File: config.mk
export PLATFORM = sky130hd
export DESIGN_NAME = key_sched_iter
export DESIGN_NICKNAME = d
export VERILOG_FILES = /design/src/rtl/key_sched_iter_pkg.sv /design/src/rtl/key_round_fn.sv /design/src/rtl/key_sched_iter.sv
export SDC_FILE = /design/constraint.sdc
export NUM_CORES = 1
export LEC_CHECK = 0
export ABC_AREA = 1
export CAP_MARGIN = 40
export CORE_ASPECT_RATIO = 2
export CORE_MARGIN = 10
export CORE_UTILIZATION = 51
export DETAILED_ROUTE_END_ITERATION = 7
export GPL_ROUTABILITY_DRIVEN = 1
export PLACE_DENSITY_LB_ADDON = 0.12
export SYNTH_ARGS = -nofsm -noshare
export SYNTH_HDL_FRONTEND = slang
export SYNTH_HIERARCHICAL = 1
export SYNTH_SLANG_ARGS = --single-unit
File: constraint.sdc
create_clock -name clk -period 2.14 [get_ports clk]
set_input_delay 0.428 -clock clk [delete_from_list [all_inputs] [get_ports clk]]
set_output_delay 0.428 -clock clk [all_outputs]
set_load 0.02 [all_outputs]
File: src/rtl/key_sched_iter_pkg.sv
// Shared cipher definitions for the iterative key schedule.
// Holds the row width, the 4-bit S-box and the FSM state encoding.
package key_sched_iter_pkg;

    localparam int ROW_W = 16;

    // Entry i sits at bits [4i+3:4i]; entry 0 is 0xC, entry 15 is 0x2.
    localparam logic [63:0] SBOX_TABLE = 64'h2174_8FE3_DA09_B65C;

    typedef enum logic {
        IDLE = 1'b0,
        RUN  = 1'b1
    } fsm_state_t;

    function automatic logic [3:0] sbox(input logic [3:0] x);
        return SBOX_TABLE[{x, 2'b00} +: 4];
    endfunction

endpackage

File: src/rtl/key_round_fn.sv
// Combinational key-schedule round: bit-sliced S-layer over rows 0..3,
// row rotation with a mixed top row, then round-constant injection.
module key_round_fn
    import key_sched_iter_pkg::*;
#(
    parameter int KEY_W = 64,
    parameter int RC_W  = 5
) (
    input  logic [KEY_W-1:0] state_in,
    input  logic [RC_W-1:0]  rc,
    output logic [KEY_W-1:0] state_out
);

    logic [KEY_W-1:0] sub_state;
    logic [ROW_W-1:0] mixed;
    logic [3:0]       nibble;
    logic [3:0]       sub_nibble;

    // Each column j across rows 3..0 forms one S-box input; higher rows pass through.
    always_comb begin
        sub_state  = state_in;
        nibble     = '0;
        sub_nibble = '0;
        for (int j = 0; j < ROW_W; j++) begin
            nibble = {state_in[3*ROW_W + j], state_in[2*ROW_W + j],
                      state_in[ROW_W + j],   state_in[j]};
            sub_nibble = sbox(nibble);
            sub_state[j]           = sub_nibble[0];
            sub_state[ROW_W + j]   = sub_nibble[1];
            sub_state[2*ROW_W + j] = sub_nibble[2];
            sub_state[3*ROW_W + j] = sub_nibble[3];
        end
    end

    always_comb begin
        mixed = sub_state[ROW_W-1:0]
              ^ {sub_state[ROW_W+7:ROW_W], sub_state[2*ROW_W-1:ROW_W+8]};
        mixed = mixed ^ (ROW_W'(rc) << (ROW_W - RC_W));
    end

    assign state_out = {mixed, sub_state[KEY_W-1:ROW_W]};

endmodule

File: src/rtl/key_sched_iter.sv
// Iterative key schedule: accepts a master key, then streams NROUNDS
// 32-bit round keys with a valid/ready handshake and a closing done pulse.
module key_sched_iter
    import key_sched_iter_pkg::*;
#(
    parameter int KEY_W   = 64,
    parameter int NROUNDS = 25,
    parameter int RC_W    = 5
) (
    input  logic             clk,
    input  logic             rst,
    input  logic [KEY_W-1:0] key_in,
    input  logic             key_valid,
    output logic             key_ready,
    output logic [31:0]      rk_out,
    output logic [RC_W-1:0]  rk_idx,
    output logic             rk_valid,
    input  logic             rk_ready,
    output logic             busy,
    output logic             done
);

    if (KEY_W % ROW_W != 0 || KEY_W < 64) begin : g_bad_key_w
        $error("key_sched_iter: KEY_W must be a multiple of 16 and at least 64");
    end
    if (RC_W < 1 || RC_W > ROW_W) begin : g_bad_rc_w
        $error("key_sched_iter: RC_W must be between 1 and 16");
    end
    if (NROUNDS < 1 || NROUNDS > (1 << RC_W) - 1) begin : g_bad_nrounds
        $error("key_sched_iter: NROUNDS must be in 1 .. 2^RC_W-1");
    end

    fsm_state_t       cur_state;
    fsm_state_t       next_state;
    logic [KEY_W-1:0] key_state;
    logic [KEY_W-1:0] round_out;
    logic [RC_W-1:0]  idx;
    logic [RC_W-1:0]  idx_next;
    logic             done_q;
    logic             accept;
    logic             advance;
    logic             last;

    assign idx_next = idx + RC_W'(1);
    assign last     = (idx == RC_W'(NROUNDS - 1));
    assign accept   = (cur_state == IDLE) && key_valid;
    assign advance  = (cur_state == RUN) && rk_ready;

    // The next round key is prepared from the current state with constant idx+1.
    key_round_fn #(
        .KEY_W(KEY_W),
        .RC_W (RC_W)
    ) u_round (
        .state_in (key_state),
        .rc       (idx_next),
        .state_out(round_out)
    );

    always_ff @(posedge clk or posedge rst) begin
        if (rst) begin
            cur_state <= IDLE;
        end else begin
            cur_state <= next_state;
        end
    end

    always_comb begin
        next_state = cur_state;
        case (cur_state)
            IDLE: if (accept)          next_state = RUN;
            RUN:  if (advance && last) next_state = IDLE;
        endcase
    end

    // On the final handshake the state is held so rk_out stays stable into IDLE.
    always_ff @(posedge clk or posedge rst) begin
        if (rst) begin
            key_state <= '0;
            idx       <= '0;
            done_q    <= 1'b0;
        end else begin
            done_q <= advance && last;
            if (accept) begin
                key_state <= key_in;
                idx       <= '0;
            end else if (advance && !last) begin
                key_state <= round_out;
                idx       <= idx_next;
            end
        end
    end

    always_comb begin
        key_ready = 1'b0;
        rk_valid  = 1'b0;
        busy      = 1'b0;
        case (cur_state)
            IDLE: key_ready = !rst;
            RUN: begin
                rk_valid = 1'b1;
                busy     = 1'b1;
            end
        endcase
    end

    assign rk_out = key_state[31:0];
    assign rk_idx = idx;
    assign done   = done_q;

endmodule

==> reports/metrics.cfg <==
[timing]
holdWs_ns = 0.5815
min_period_ns = 1.986
slew_violations = 0
worst_pin_slew_ns = 0.4646
min_period_over_period = 0.9281
fin_setup_tns_ns = 0
hold_viol = 0
max_slew_margin = 0.6903
rsz0062_at_grt = false
finClkSkew_ns = 0.005982
setup_viol = 0
fmax_ghz = 0.5035

[floorplanning]
num_io_pins = 109
dieArea_um2 = 20710
rows = 63
core-area_um2 = 14820
start_util = 0.5197
die_width_um = 106.9
die_height_um = 193.8

[worst_setup_path]
crit_chain = clkdlybuf4s50_1
crit_type = reg -> out
startpoint_type = flop
crit_path_max_incr_delay_ns = 0.68
path_delay_family = buffers and inverters
critPathBufInv = 1
worstPathMaxFanout = 8
r2r-start = key_state[3]
crit_cells = 1
r2r_end = key_state[51]
critPathLaunch = rk_idx[2]
r2r_cells = 12
required_ns = 1.71
arrival_ns = 1.56
cp-end-kind = primary output
crit_slowest_cell = clkdlybuf4s50_1
reg2reg_slack_ns = 0.30
crit_end = rk_idx[2]

[detailed_routing]
ant_nets = 0
drc = 0
routed_via_density = 5.187
first_iter_violations = 299
firstDrtPassIters = 4
totalWireLength_um = 19750
num_vias = 7531
wl_per_cell_um = 13.60

[cells_and_area]
mostFrequentLayoutCell = nand2_1
syn2layout_area_growth_pct = 16.54
final_cell_mix = nand2_1, nand3_1, inv_1, clkdlybuf4s50_1, ha_1
multi_input_area_um2 = 4808
nFillCells = 1531
seqCellArea_um2 = 1777
antennaDiodeCount = 0
layout-drive-gt1-share = 0.04694
fin_nets = 1409

[synth]
syn_nets = 1358
synth_area_leaders = dfrtp_1, nand2_1, ha_1, nand3_1, inv_1
postSynthCellCount = 1201
yosysSeqAreaShare = 0.2307
synth_area_leader_cell = dfrtp_1
ys_types = 36
syn_area_per_cell_um2 = 6.412
synth_top_area_share = 0.2307
ys_ff_latch = 71
syn-cell-area_um2 = 7701
yosys_warnings = 6

[placement]
dp_hpwl_um = 14270
gp_congestion = 0.8790
port_buffers = 108

[power_and_ir_drop]
p_leak_nw = 4.911
p_per_area_nw_per_um2 = 1574
ir_worst_vdd_mv = 0.6839

[clocking]
clockRootBuffer = clkbuf_16
numCtsBuffers = 9
cts_tree = yes
post_cts_resized = 0
clock_path_buffers = 2
cts_setup_buffers = 0
cts.clk_slew.worst_paths_ns = 0.06
cts_hold_buf = 0
insertion_delay_ns = 0.33
cts_sinks = 71
htreeDepth = 3

[grt]
grt_max_degree = 72
grt_pass1_vias = 7354
antenna_found_initial = 0
track_usage = 0.1904
grt-ovfl-total = 0
grt_pass1_wl_um = 33750

[worst_hold_path]
hold_class = in -> reg

[run]
timing.max_cap.violations = 0

[status]
outcome = finished, final reports clean

[flip-flops by register name, indices dropped and copies added (netlist names)]
register	flops
key_state	64
rk_idx	5
cur_state	1
done	1
[area by class of cell]
type / instances / area share
Tap cell: 195 / 0.02719
Inverter: 135 / 0.05688
Timing Repair Buffer: 129 / 0.1444
Clock buffer: 11 / 0.02593
Sequential cell: 71 / 0.1980
Multi-Input combinational cell: 906 / 0.5358
Clock inverter: 5 / 0.01185
[cell usage after synthesis]
library cell	n
xnor2_1	1
nand4_1	7
nand2_4	2
o21ai_0	34
nor2_1	39
ha_1	89
inv_2	4
nor2_4	1
buf_6	11
a21oi_1	16
nor2_2	1
mux2i_1	3
inv_1	131
o21ai_1	2
nand3_2	4
or2_4	1
nand2_2	3
or2_2	3
clkbuf_1	1
o21ai_2	1
nand3_1	188
buf_1	1
a31oi_1	10
xor2_1	2
buf_4	39
nand2_1	460
nand3b_1	5
o31ai_1	9
nand2_8	2
o211ai_1	9
buf_2	36
dfrtp_1	71
o2111ai_1	5
o22ai_1	1
a211oi_1	8
clkbuf_2	1
[worst reg2reg max path: cells and delay by family, from the launching register on]
family | cells | cell delay [ns]
compound gates | 1 | 0.10
fa+ha+maj | 1 | 0.33
buf+inv | 2 | 0.22
flops | 1 | 0.50
simple gates | 8 | 0.59
[worst min-delay path by stage]
| stage | start | to | cells after the start |
|---|---|---|---|
| finish | key_valid | key_state[9] | 4 |
| global route | key_state[48] | key_state[48] | 2 |
| CTS | key_valid | key_state[9] | 4 |
| detailed placement | key_state[50] | key_state[50] | 2 |
| global placement | key_state[50] | key_state[50] | 2 |
| floorplan | key_state[46] | key_state[46] | 2 |
[cell families after synthesis]
family,share of synthesized area
AND/OR/NAND/NOR,0.3976
flip-flops,0.2307
buffers and inverters,0.1449
multiplexers,0.003899
adder cells (fa/ha/maj),0.1446
AO/OA/AOI/OAI,0.07490
XOR/XNOR,0.003412
[where the power goes]
part,total (W),switching (W),internal (W)
combinational,0.00909,0.00534,0.00375
clock,0.00173,0.000586,0.00114
sequential,0.00331,0.00132,0.00199
total,0.0141,0.00724,0.00689
[per-layer routing]
metal | up-vias | GRT usage | routed length [um]
met5 | - | 0 | 0
met4 | 0 | 0.07340 | 504
met3 | 37 | 0.02929 | 776
met2 | 152 | 0.3543 | 10530
met1 | 3457 | 0.2050 | 7935
li1 | 3885 | - | -
[per-stage QoR]
| stage | utilization | std cells | instance area, um2 | total power [W] | worst slack, ns |
|---|---|---|---|---|---|
| finish | 0.6056 | 1452 | 8975 | 0.01413 | 0.1539 |
| global route | 0.6056 | 1452 | 8975 | 0.01594 | 0.09085 |
| CTS | 0.6056 | 1452 | 8975 | 0.01420 | 0.1372 |
| detailed placement | 0.5827 | 1436 | 8636 | 0.01238 | 0.1720 |
| global placement | 0.5827 | 1436 | 8636 | 0.01216 | 0.1531 |
| floorplan | - | 1201 | 7705 | 0.01047 | 0.5547 |
Power figures use the tool's default switching activity.
